### config.mk
export PLATFORM = sky130hd
export DESIGN_NAME = hazard_stall_ctrl_flat
export DESIGN_NICKNAME = d
export VERILOG_FILES = /design/src/rtl/hazard_pkg.sv /design/src/rtl/hazard_stall_ctrl_if.sv /design/src/rtl/sat_counter.sv /design/src/rtl/hazard_stall_ctrl.sv /design/src/flat_wrapper.sv
export SDC_FILE = /design/constraint.sdc
export NUM_CORES = 1
export LEC_CHECK = 0
export ABC_AREA = 0
export BUFFER_PORTS_ARGS = -buffer_cell sky130_fd_sc_hd__buf_4
export CAP_MARGIN = 20
export CORE_MARGIN = 2
export CORE_UTILIZATION = 55
export DETAILED_ROUTE_END_ITERATION = 8
export GPL_ROUTABILITY_DRIVEN = 1
export MAX_ROUTING_LAYER = met4
export PLACE_DENSITY = 0.84
export SYNTH_ARGS = -nofsm -noshare
export SYNTH_HDL_FRONTEND = slang
export SYNTH_SLANG_ARGS = --single-unit
### constraint.sdc
create_clock -name clk -period 5.7 [get_ports clk]
set_input_delay 0.855 -clock clk [delete_from_list [all_inputs] [get_ports clk]]
set_output_delay 0.855 -clock clk [all_outputs]
set_load 0.03 [all_outputs]
### src/rtl/hazard_pkg.sv
`default_nettype none
// ============================================================================
// Module   : hazard_pkg
// Purpose  : Shared definitions for the pipeline hazard/stall sequencer:
//            sequencer state encoding, register-zero constant, default
//            memory timeout and the load-use hazard detection helper.
// Ports    : none (package)
// Revision : 1.0 - initial release
// ============================================================================
package hazard_pkg;

  typedef enum logic [1:0] {
    ST_RUN      = 2'd0,
    ST_MEM_WAIT = 2'd1,
    ST_ERR      = 2'd2
  } hz_state_e;

  localparam logic [4:0] REG_ZERO        = 5'd0;
  localparam int         DEF_MEM_TIMEOUT = 16;

  // A load into $0 never creates a real dependency, so it is excluded.
  function automatic logic load_use(
    input logic       ex_mem_read,
    input logic [4:0] ex_rt,
    input logic [4:0] id_rs,
    input logic [4:0] id_rt
  );
    return ex_mem_read && (ex_rt != REG_ZERO) &&
           ((ex_rt == id_rs) || (ex_rt == id_rt));
  endfunction

endpackage
`default_nettype wire

### src/rtl/hazard_stall_ctrl_if.sv
`default_nettype none
// ============================================================================
// Module   : hazard_stall_ctrl_if
// Purpose  : Bundle of pipeline status inputs, data-memory handshake and
//            pipeline control outputs of the hazard/stall sequencer.
// Ports    : master - sequencer side (drives controls, dmem_req, counters)
//            slave  - pipeline / data memory side
// Revision : 1.0 - initial release
// ============================================================================
interface hazard_stall_ctrl_if #(
  parameter int CNT_W = 16
);
  // pipeline status
  logic             id_ex_MemRead;
  logic [4:0]       id_ex_rt;
  logic [4:0]       if_id_rs;
  logic [4:0]       if_id_rt;
  logic             ex_mem_MemRead;
  logic             ex_mem_MemWrite;
  logic             ex_mem_Branch;
  logic             ex_mem_zero;
  // data memory handshake
  logic             dmem_ready;
  logic             dmem_req;
  // pipeline controls
  logic             pc_write;
  logic             if_id_write;
  logic             pc_src;
  logic             id_ex_bubble;
  logic             if_id_flush;
  logic             id_ex_flush;
  logic             ex_mem_flush;
  logic             ex_mem_stall;
  // debug / status
  logic             mem_err;
  logic [CNT_W-1:0] stall_cnt;
  logic [CNT_W-1:0] flush_cnt;

  modport master (
    input  id_ex_MemRead, id_ex_rt, if_id_rs, if_id_rt,
    input  ex_mem_MemRead, ex_mem_MemWrite, ex_mem_Branch, ex_mem_zero,
    input  dmem_ready,
    output dmem_req, pc_write, if_id_write, pc_src, id_ex_bubble,
    output if_id_flush, id_ex_flush, ex_mem_flush, ex_mem_stall,
    output mem_err, stall_cnt, flush_cnt
  );

  modport slave (
    output id_ex_MemRead, id_ex_rt, if_id_rs, if_id_rt,
    output ex_mem_MemRead, ex_mem_MemWrite, ex_mem_Branch, ex_mem_zero,
    output dmem_ready,
    input  dmem_req, pc_write, if_id_write, pc_src, id_ex_bubble,
    input  if_id_flush, id_ex_flush, ex_mem_flush, ex_mem_stall,
    input  mem_err, stall_cnt, flush_cnt
  );

endinterface
`default_nettype wire

### src/rtl/sat_counter.sv
`default_nettype none
// ============================================================================
// Module   : sat_counter
// Purpose  : Saturating event counter; sticks at all-ones instead of wrapping.
//            Updates on the falling clock edge like the pipeline registers.
// Ports    : clk   - clock (falling edge active)
//            rst_n - asynchronous active-low reset
//            inc   - count one event this cycle
//            clr   - synchronous clear (wins over inc)
//            q     - current count
// Revision : 1.0 - initial release
// ============================================================================
module sat_counter #(
  parameter int W = 16
) (
  input  logic         clk,
  input  logic         rst_n,
  input  logic         inc,
  input  logic         clr,
  output logic [W-1:0] q
);

  logic [W-1:0] count_q;

  always_ff @(negedge clk or negedge rst_n) begin
    if (!rst_n) begin
      count_q <= '0;
    end else if (clr) begin
      count_q <= '0;
    end else if (inc && (count_q != '1)) begin
      count_q <= count_q + W'(1);
    end
  end

  assign q = count_q;

endmodule
`default_nettype wire

### src/rtl/hazard_stall_ctrl.sv
`default_nettype none
// ============================================================================
// Module   : hazard_stall_ctrl
// Purpose  : Central sequencer of the 5-stage pipeline. Each cycle decides
//            whether the pipeline advances, holds (multi-cycle data-memory
//            access), bubbles (load-use hazard) or flushes (taken branch).
//            Keeps saturating stall/flush counters and a sticky timeout
//            error. State updates on the falling clock edge.
// Ports    : clk   - pipeline clock (falling edge active)
//            rst_n - asynchronous active-low reset
//            bus   - hazard_stall_ctrl_if.master: pipeline status in,
//                    dmem handshake, pipeline controls and debug counters out
// Params   : MEM_TIMEOUT - max MEM_WAIT cycles before the error state
//            CNT_W       - counter width (must match the interface CNT_W)
//            TO_W        - wait counter width, 2**TO_W > MEM_TIMEOUT
// Revision : 1.0 - initial release
// ============================================================================
module hazard_stall_ctrl
  import hazard_pkg::*;
#(
  parameter int MEM_TIMEOUT = DEF_MEM_TIMEOUT,
  parameter int CNT_W       = 16,
  parameter int TO_W        = 5
) (
  input  logic                clk,
  input  logic                rst_n,
  hazard_stall_ctrl_if.master bus
);

  localparam logic [TO_W-1:0] TIMEOUT_C = TO_W'(MEM_TIMEOUT);

  hz_state_e       state_q, state_d;
  logic [TO_W-1:0] wait_q, wait_d;
  logic            err_q, err_d;

  logic mem_op;
  logic taken;
  logic hazard;
  logic hold;      // pipeline frozen this cycle
  logic decode;    // normal branch/hazard priority applies this cycle

  logic pc_write, if_id_write, pc_src, id_ex_bubble;
  logic stage_flush;

  logic [CNT_W-1:0] stall_cnt, flush_cnt;

  assign mem_op = bus.ex_mem_MemRead | bus.ex_mem_MemWrite;
  assign taken  = bus.ex_mem_Branch & bus.ex_mem_zero;
  assign hazard = load_use(bus.id_ex_MemRead, bus.id_ex_rt,
                           bus.if_id_rs, bus.if_id_rt);

  // Next-state logic. RUN also catches the unused encoding and steers it
  // back to RUN.
  always_comb begin
    state_d = state_q;
    wait_d  = wait_q;
    err_d   = err_q;
    hold    = 1'b0;
    decode  = 1'b0;
    case (state_q)
      ST_MEM_WAIT: begin
        if (bus.dmem_ready) begin
          // Access completes: release in this same cycle so the next
          // falling edge already advances the pipeline.
          decode  = 1'b1;
          state_d = ST_RUN;
          wait_d  = '0;
        end else begin
          hold = 1'b1;
          if (wait_q == TIMEOUT_C) begin
            state_d = ST_ERR;
            err_d   = 1'b1;
          end else begin
            wait_d = wait_q + TO_W'(1);
          end
        end
      end
      ST_ERR: begin
        hold  = 1'b1;
        err_d = 1'b1;
      end
      default: begin
        if (mem_op && !bus.dmem_ready) begin
          // Memory stall outranks branch and load-use; the branch is
          // re-evaluated once the wait releases.
          hold    = 1'b1;
          state_d = ST_MEM_WAIT;
          wait_d  = TO_W'(1);
        end else begin
          decode  = 1'b1;
          state_d = ST_RUN;
          wait_d  = '0;
        end
      end
    endcase
  end

  // Control decode. A taken branch squashes the instructions involved in
  // any load-use hazard, so the hazard check is skipped under a branch.
  always_comb begin
    pc_write     = 1'b0;
    if_id_write  = 1'b0;
    pc_src       = 1'b0;
    id_ex_bubble = 1'b0;
    stage_flush  = 1'b0;
    if (decode) begin
      if (taken) begin
        pc_src      = 1'b1;
        stage_flush = 1'b1;
        pc_write    = 1'b1;
        if_id_write = 1'b1;
      end else if (hazard) begin
        id_ex_bubble = 1'b1;
      end else begin
        pc_write    = 1'b1;
        if_id_write = 1'b1;
      end
    end
  end

  always_ff @(negedge clk or negedge rst_n) begin
    if (!rst_n) begin
      state_q <= ST_RUN;
      wait_q  <= '0;
      err_q   <= 1'b0;
    end else begin
      state_q <= state_d;
      wait_q  <= wait_d;
      err_q   <= err_d;
    end
  end

  sat_counter #(.W(CNT_W)) u_stall_cnt (
    .clk   (clk),
    .rst_n (rst_n),
    .inc   (~pc_write),
    .clr   (1'b0),
    .q     (stall_cnt)
  );

  sat_counter #(.W(CNT_W)) u_flush_cnt (
    .clk   (clk),
    .rst_n (rst_n),
    .inc   (stage_flush),
    .clr   (1'b0),
    .q     (flush_cnt)
  );

  assign bus.dmem_req     = mem_op & (state_q != ST_ERR);
  assign bus.pc_write     = pc_write;
  assign bus.if_id_write  = if_id_write;
  assign bus.pc_src       = pc_src;
  assign bus.id_ex_bubble = id_ex_bubble;
  assign bus.if_id_flush  = stage_flush;
  assign bus.id_ex_flush  = stage_flush;
  assign bus.ex_mem_flush = stage_flush;
  assign bus.ex_mem_stall = hold;
  assign bus.mem_err      = err_q;
  assign bus.stall_cnt    = stall_cnt;
  assign bus.flush_cnt    = flush_cnt;

endmodule
`default_nettype wire

### src/flat_wrapper.sv
// flat-port wrapper written by rule: the top's interface ports become plain ports
module hazard_stall_ctrl_flat import hazard_pkg::*;
#(
  parameter int MEM_TIMEOUT = DEF_MEM_TIMEOUT,
  parameter int CNT_W       = 16,
  parameter int TO_W        = 5
)
  (clk, rst_n, bus_id_ex_MemRead, bus_id_ex_rt, bus_if_id_rs, bus_if_id_rt, bus_ex_mem_MemRead, bus_ex_mem_MemWrite, bus_ex_mem_Branch, bus_ex_mem_zero, bus_dmem_ready, bus_dmem_req, bus_pc_write, bus_if_id_write, bus_pc_src, bus_id_ex_bubble, bus_if_id_flush, bus_id_ex_flush, bus_ex_mem_flush, bus_ex_mem_stall, bus_mem_err, bus_stall_cnt, bus_flush_cnt);
  hazard_stall_ctrl_if #(.CNT_W(CNT_W)) bus_i ();
  input  logic clk;
  input  logic rst_n;
  input wire logic [$bits(bus_i.id_ex_MemRead)-1:0] bus_id_ex_MemRead;
  input wire logic [$bits(bus_i.id_ex_rt)-1:0] bus_id_ex_rt;
  input wire logic [$bits(bus_i.if_id_rs)-1:0] bus_if_id_rs;
  input wire logic [$bits(bus_i.if_id_rt)-1:0] bus_if_id_rt;
  input wire logic [$bits(bus_i.ex_mem_MemRead)-1:0] bus_ex_mem_MemRead;
  input wire logic [$bits(bus_i.ex_mem_MemWrite)-1:0] bus_ex_mem_MemWrite;
  input wire logic [$bits(bus_i.ex_mem_Branch)-1:0] bus_ex_mem_Branch;
  input wire logic [$bits(bus_i.ex_mem_zero)-1:0] bus_ex_mem_zero;
  input wire logic [$bits(bus_i.dmem_ready)-1:0] bus_dmem_ready;
  output wire logic [$bits(bus_i.dmem_req)-1:0] bus_dmem_req;
  output wire logic [$bits(bus_i.pc_write)-1:0] bus_pc_write;
  output wire logic [$bits(bus_i.if_id_write)-1:0] bus_if_id_write;
  output wire logic [$bits(bus_i.pc_src)-1:0] bus_pc_src;
  output wire logic [$bits(bus_i.id_ex_bubble)-1:0] bus_id_ex_bubble;
  output wire logic [$bits(bus_i.if_id_flush)-1:0] bus_if_id_flush;
  output wire logic [$bits(bus_i.id_ex_flush)-1:0] bus_id_ex_flush;
  output wire logic [$bits(bus_i.ex_mem_flush)-1:0] bus_ex_mem_flush;
  output wire logic [$bits(bus_i.ex_mem_stall)-1:0] bus_ex_mem_stall;
  output wire logic [$bits(bus_i.mem_err)-1:0] bus_mem_err;
  output wire logic [$bits(bus_i.stall_cnt)-1:0] bus_stall_cnt;
  output wire logic [$bits(bus_i.flush_cnt)-1:0] bus_flush_cnt;
  assign bus_i.id_ex_MemRead = bus_id_ex_MemRead;
  assign bus_i.id_ex_rt = bus_id_ex_rt;
  assign bus_i.if_id_rs = bus_if_id_rs;
  assign bus_i.if_id_rt = bus_if_id_rt;
  assign bus_i.ex_mem_MemRead = bus_ex_mem_MemRead;
  assign bus_i.ex_mem_MemWrite = bus_ex_mem_MemWrite;
  assign bus_i.ex_mem_Branch = bus_ex_mem_Branch;
  assign bus_i.ex_mem_zero = bus_ex_mem_zero;
  assign bus_i.dmem_ready = bus_dmem_ready;
  assign bus_dmem_req = bus_i.dmem_req;
  assign bus_pc_write = bus_i.pc_write;
  assign bus_if_id_write = bus_i.if_id_write;
  assign bus_pc_src = bus_i.pc_src;
  assign bus_id_ex_bubble = bus_i.id_ex_bubble;
  assign bus_if_id_flush = bus_i.if_id_flush;
  assign bus_id_ex_flush = bus_i.id_ex_flush;
  assign bus_ex_mem_flush = bus_i.ex_mem_flush;
  assign bus_ex_mem_stall = bus_i.ex_mem_stall;
  assign bus_mem_err = bus_i.mem_err;
  assign bus_stall_cnt = bus_i.stall_cnt;
  assign bus_flush_cnt = bus_i.flush_cnt;
  hazard_stall_ctrl #(.MEM_TIMEOUT(MEM_TIMEOUT), .CNT_W(CNT_W), .TO_W(TO_W)) u_core (.clk(clk), .rst_n(rst_n), .bus(bus_i));
endmodule
* Word level (Yosys, flattened, before mapping)
Cells that the tools add are included.
** Word-level totals
- Register bits after elaboration :: 40
- Latch bits :: 0
- Memory bits (writable) :: 0
- Bits in read-only memories :: 0
- Bits of input ports :: 23
- Output and inout port bits :: 42
- Word-level logic and storage cells :: 62
- Memories :: 0
** Cells by class
- Add/sub/neg operators :: 3
- Multipliers :: 0
- Divide/modulo/power cells :: 0
- Magnitude comparators :: 0
- Equal/unequal tests :: 12
- Shift-type cells :: 0
- Muxes and demuxes :: 25
- Bitwise gates (word level) :: 5
- Reduce and logical (&&, ||, !) cells :: 12
** Operators by type and width (number)
- $add A16 B1 Y16 const B :: 2
- $ne A16 B16 Y1 const B :: 2
- $mux W1 :: 16
- $eq A5 B5 Y1 :: 2
- $mux W5 :: 2
- $pmux W5 S2 :: 1
- $pmux W1 S2 :: 3
- $add A5 B1 Y5 const B :: 1
- $eq A5 B5 Y1 const B :: 1
- $logic_and A1 B1 Y1 :: 5
- $reduce_bool A5 Y1 :: 1
- $mux W2 :: 2
- $ne A2 B2 Y1 const B :: 2
- $pmux W2 S2 :: 1
- $reduce_and A2 Y1 :: 2
- $ne A3 B2 Y1 const B :: 1
- $ne A3 B3 Y1 const B :: 1
- $reduce_and A3 Y1 :: 1
- $and A1 B1 Y1 :: 2
- $eq A2 B1 Y1 const B :: 1
- $eq A2 B2 Y1 const B :: 1
- $ne A2 B1 Y1 const B :: 1
- $not A1 Y1 :: 2
- $reduce_bool A2 Y1 :: 1
- 3 further kinds :: 3

* Longest topological paths before layout
Gate-level depths: netlist of the first run.
- Word-level depth :: 8
- Gate-level depth with buffers :: 10
- Gate-level depth less buffers :: 10

* Modules after synthesis
A second synthesis of the first run with hierarchy kept.
** Unflattened totals
- Cells, all modules :: 280
- Area, all modules :: 2577.5 um^2
** By module, submodules not included
- sat_counter :: times used 2, cells an instance 98, area each 942.2 um^2, seq. area each 400.4 um^2
- hazard_stall_ctrl :: times used 1, cells an instance 84, area each 693.2 um^2, seq. area each 200.2 um^2

==> flow_metrics.tcl, run 1 <==
set metrics [dict create \
    crit_start "u_core.state_q[0]" \
    die_y_um 67.39 \
    maxCapViolCount 0 \
    clk_pin_slew_ns 0.05 \
    synthDominantCellAreaShare 0.4530 \
    layout-drive-gt1-share 0.3114 \
    start_util 0.5605 \
    arrival_ns 4.67 \
    finalHoldViolations 0 \
    crit_type "reg2out" \
    report.final.slew_viol_count 0 \
    ant_nets 0 \
    grt_pass1_vias 1760 \
    crit_fanout 18 \
    nets 317 \
    coreArea_um2 3943 \
    fp.dieArea_um2 4541 \
    setup.worst_path.end_class "output port" \
    cts_sinks 40 \
    io_pins 65 \
    setup_violations 0 \
    port_buffers 64 \
    clockRootBuffer "clkbuf_8" \
    drc 0 \
    ys_ff_latch 40 \
    postCtsHoldBufs 0 \
    synth_warnings 0 \
    p_leak_uw 0.001324 \
    min_from "u_core.u_flush_cnt.q[5]" \
    num_rows 23 \
    syn_nets 252 \
    cts_made_buffers 5 \
    die_w_um 67.39 \
    vias_per_cell 5.614 \
    ys.flop_type "dfrtn_1" \
    post_synth_num_cell_types 41 \
    syn-instance-count 223 \
    cp.required_ns 4.85 \
    grt_pass1_wl_um 8224 \
    path_cells "inv_1 -> ha_1 -> a21oi_2 -> a211o_4 -> inv_1 -> buf_4" \
    first_pass_iters 4 \
    clk_latency_ns 0.30 \
    avgSynthCellArea_um2 9.909 \
    gp_congestion 0.8399 \
    wl_per_cell_um 15.03 \
    via_count 1903 \
    netlist_top_cells_area "dfrtn_1 45%, xnor2_1 12%, nand3_1 5.2%, nand2_1 3.9%, ha_1 3.4%" \
    rsz0062_at_grt "false" \
    groute.usage.overall 0.2487 \
    powerDensity_nw_per_um2 319.0 \
    synth_area_leader_cell "dfrtn_1" \
    critPathSlowestCell "dfrtn_1" \
    grt_max_degree 41 \
    instances_no_fill 339 \
    worstHoldPathType "reg2reg" \
    peakVddDrop_mv 0.3279 \
    netlist_area_um2 2210 \
    critical_path_buf_inv_count 3 \
    antenna_cells 0 \
    dp_cells 331 \
    critPathLaunchType "flip-flop" \
    async_flop_share 1.000 \
    skew_ns 0.004250 \
    grt_antenna_before_repair 0 \
    tritoncts "yes" \
    first_iter_violations 124 \
    r2r-start "u_core.u_stall_cnt.q[0]" \
    globalRouteOverflowTotal 0 \
    crit_path_frequent_cell "inv_1" \
    yosysMostFrequentCell "dfrtn_1" \
    seq_area_frac_synth 0.4530 \
    status "finished, final reports clean" \
    htreeDepth 2 \
    synth-edff-count 0 \
    setup-tns-final_ns 0 \
    timing.slew.headroom 0.6639 \
    cts_max_path_buffers 2 \
    slowest_delay_ns 0.45 \
    tightest_slew_ns 0.5042 \
    area_growth_pct 28.48 \
    dp_hpwl_um 3598 \
    synth_common_cells "40 x dfrtn_1, 31 x xnor2_1, 23 x nand2_1, 23 x nand3_1, 13 x nor2_1" \
    crit_family "flip-flops" \
    routed_wl_um 5095 \
]
-- layout by cell type (no fill, tap or decap), types with 2 or more instances in the layout --
cell type / instances
a21o_1: 2
a21oi_1: 5
a31oi_1: 6
and3_1: 10
and3_2: 2
buf_4: 65
clkbuf_8: 5
clkinv_2: 2
dfrtn_1: 40
ha_1: 6
inv_1: 8
mux2_2: 3
nand2_1: 23
nand3_1: 23
nand3_2: 2
nand4_1: 7
nor2_1: 13
nor3_1: 3
o21a_1: 2
o21ai_0: 3
o31ai_1: 3
xnor2_1: 31
xor2_1: 5
-- kinds of logic after synthesis --
kind of cell | share of synthesized area
muxes | 0.01982
buffers and inverters | 0.03567
xor gates and xnor gates | 0.1427
AOI/OAI and AO/OA | 0.08947
and+or+nand+nor | 0.2254
adders and majority gates | 0.03397
DFF | 0.4530
-- flip-flops by register name, indices dropped and copies added, names as in the netlist --
register              cells
u_core.state_q            2
u_core.bus.mem_err        1
u_core.u_stall_cnt.q     16
u_core.wait_q             5
u_core.u_flush_cnt.q     16
-- layout make-up --
cell class,instances,area [um^2]
Multi-Input combinational cell,167,1141
Fill cell,313,1104
Sequential cell,40,1001
Timing Repair Buffer,65,488.0
Clock buffer,5,68.82
Tap cell,50,62.56
Clock inverter,3,42.54
Inverter,9,35.03
-- what timing repair did --
item                                    CTS  global route
gates resized for setup                   0             2
setup buffers                             0             0
endpoints found under the setup margin    0             2
-- report_power, final --
| group | internal (uW) | leakage [uW] | total [uW] | switching (uW) |
|---|---|---|---|---|
| Clock | 130 | 0.0000541 | 233 | 103 |
| Combinational | 124 | 0.000748 | 289 | 164 |
| Sequential | 330 | 0.000521 | 384 | 54.6 |
-- metal layers --
layer  part of all wire  global-route usage  up-vias
met3              0.041             0.06167        8
met1               0.43              0.3051      935
met2               0.51              0.3948       49
met4              0.016             0.09949        0
met5                  0                   -        -
li1                   -                   -      911
-- path summary, 6_finish.rpt --
check                                           end  slack [ns]  cells after the start
min reg2reg                 u_core.u_flush_cnt.q[5]        0.43                      1
max in group asynchronous  u_core.u_flush_cnt.q[14]        2.06                      1
max reg2reg                 u_core.u_stall_cnt.q[1]        3.48                      7
min                         u_core.u_flush_cnt.q[5]        0.43                      1
min in group asynchronous         u_core.state_q[0]        3.26                      1
max                                    bus_pc_write        0.18                      6
-- metrics by stage --
step	total power, uW	utilization	setup WS, ns	hold WS [ns]	cell area (um^2)
floorplan	561.7	-	0.1650	0.4405	2210
global placement	668.0	0.6890	0.4384	0.4201	2716
detailed placement	676.9	0.6890	0.3944	0.4302	2716
CTS	910.0	0.7172	0.07475	0.4387	2828
global route	951.5	0.7201	0.08421	0.4730	2839
finish	905.7	0.7201	0.1756	0.4338	2839
Power figures use the tool's default switching activity.
==> run 2: changes to the inputs <==
ABC_AREA = 1   (was 0)
CORE_UTILIZATION = 59   (was 55)
PLACE_DENSITY = 0.86   (was 0.84)
SYNTH_HIERARCHICAL = 1   (was not set)
==> flow_metrics.tcl, run 2 <==
set metrics [dict create \
    coreArea_um2 4723 \
    report.final.slew_viol_count 0 \
    crit_fanout 6 \
    ys.flop_type "dfrtn_1" \
    cts_resized 0 \
    postLayoutCellArea_um2 3477 \
    peakVddDrop_mv 0.09452 \
    wl_per_cell_um 12.17 \
    p_leak_uw 0.001848 \
    vias_per_cell 5.196 \
    clockRootBuffer "clkbuf_8" \
    crit_start "u_core/state_q[0]" \
    grt_max_degree 41 \
    min_path_cells 2 \
    r2r-start "u_core/state_q[0]" \
    crit_type "reg2out" \
    gp_congestion 0.8742 \
    worst-r2r-cell-count 11 \
    cts_sinks 40 \
    avgSynthCellArea_um2 6.927 \
    fp.dieArea_um2 5459 \
    first_iter_violations 209 \
    tritoncts "yes" \
    min_from "u_core/bus.mem_err" \
    grt_antenna_before_repair 0 \
    critPathLaunchType "flip-flop" \
    setup-tns-final_ns 0 \
    synthDominantCellAreaShare 0.3474 \
    port_buffers 64 \
    status "finished, final reports clean" \
    powerDensity_nw_per_um2 173.8 \
    netlist_area_um2 2882 \
    seq_area_um2 1001 \
    routed_wl_um 6718 \
    ys_ff_latch 40 \
    syn-instance-count 416 \
    post_synth_num_cell_types 28 \
    dp_hpwl_um 4952 \
    synth_common_cells "150 x nand2_1, 47 x inv_1, 41 x nor2_1" \
    post-cts-setup-buffers 0 \
    first_pass_iters 5 \
    maxCapViolCount 0 \
    nets 514 \
    htreeDepth 2 \
    cts_made_buffers 5 \
    drc 0 \
    multi_input_area_um2 1609 \
    netlist_top_cells_area "dfrtn_1 35%, nand2_1 20%, inv_1 6.1%, nand3_1 5.6%, nor2_1 5.3%" \
    nFillCells 391 \
    finalHoldViolations 0 \
    layout-drive-gt1-share 0.2082 \
    area_growth_pct 20.67 \
    skew_ns 0.009875 \
    yosysMostFrequentCell "nand2_1" \
    worstHoldPathType "reg2reg" \
    seq_area_frac_synth 0.3474 \
    globalRouteOverflowTotal 0 \
    postCtsHoldBufs 0 \
    final_cell_mix "150 x nand2_1, 67 x buf_4, 47 x inv_1, 41 x nor2_1, 40 x dfrtn_1" \
    arrival_ns 4.72 \
    setup.worst_path.end_class "output port" \
    async_flop_share 1.000 \
    groute.usage.overall 0.2603 \
    clk_latency_ns 0.30 \
    rsz0062_at_grt "false" \
    synth-edff-count 0 \
    grt_pass1_wl_um 10860 \
    tightest_slew_ns 0.8567 \
    io_pins 65 \
    setup_violations 0 \
    start_util 0.6101 \
    timing.rr.end "u_core/u_flush_cnt/q[2]" \
    die_w_um 73.89 \
    via_count 2868 \
    dpl_cell_area_um2 3400 \
    layout_commonest_cell "nand2_1" \
    synth_area_leader_cell "dfrtn_1" \
    cts_max_path_buffers 2 \
    clk_pin_slew_ns 0.05 \
    num_rows 25 \
    ff2ff_setup_slack_ns 3.42 \
    grt_pass1_vias 2575 \
    die_y_um 73.89 \
    antenna_cells 0 \
    synth_warnings 6 \
    cp.required_ns 4.85 \
    ant_nets 0 \
    timing.slew.headroom 0.4268 \
    whs_endpoint "u_core/bus.mem_err" \
]
-- run 2: final cells by class --
class                      count  area share
timing repair buffer          67      0.1447
tap                           67     0.02411
multi-input combinational    319      0.4628
sequential                    40      0.2879
clock buffer                   6     0.02087
inverter                      52     0.05829
clock inverter                 1    0.001439
-- run 2: worst max-delay path, stage by stage, from the launching register on --
cell and delay [ns]:
dfrtn_1 0.44, inv_1 0.05, ha_1 0.28, inv_1 0.07, nor2_1 0.05, a21oi_1 0.26, nor2_1 0.07, buf_4 0.17
buf_4 0.17
-- run 2: cell families after synthesis --
family,synth area share
buffers and inverters,0.1007
AO/OA/AOI/OAI,0.06079
XOR/XNOR,0.04255
AND/OR/NAND/NOR,0.4212
other,0.001301
flip-flops,0.3474
adder cells (fa/ha/maj),0.02605
-- run 2: report_power, final --
part / switching (uW) / internal, uW / total, uW
sequential: 6.39 / 291 / 298
combinational: 81.9 / 44.6 / 126
clock: 97.1 / 83.3 / 180
total: 185 / 419 / 604
-- run 2: through the flow --
| stage | setup WS, ns | total power [uW] | hold WS [ns] | std cells | utilization |
|---|---|---|---|---|---|
| final | 0.1236 | 604.4 | 0.4564 | 552 | 0.7362 |
| after global routing | 0.01975 | 634.8 | 0.4702 | 552 | 0.7362 |
| after CTS | 0.1241 | 608.6 | 0.4459 | 552 | 0.7362 |
| after detailed placement | 0.2683 | 427.6 | 0.4448 | 545 | 0.7197 |
| after global placement | 0.3081 | 424.8 | 0.4177 | 545 | 0.7197 |
| after floorplan | 0.1032 | 386.1 | 0.4459 | 421 | - |
-- run 2: how the worst max path moves through the flow --
stage	end	slack [ns]	cells after the start
after CTS	bus_ex_mem_flush	0.12	8
after global routing	bus_ex_mem_flush	0.02	8
after floorplan	bus_id_ex_flush	0.10	7
after global placement	u_core/u_flush_cnt/q[2]	0.31	11
final	bus_ex_mem_flush	0.12	8
after detailed placement	u_core/u_flush_cnt/q[11]	0.27	11
-- run 2: routing by layer --
layer  GRT usage  up-vias  routed length, um
li1            -     1433                  -
met1      0.3155     1319               2890
met2      0.4276      107               3274
met3     0.04938        9                461
met4      0.1010        0                 92
met5           -        -                  0
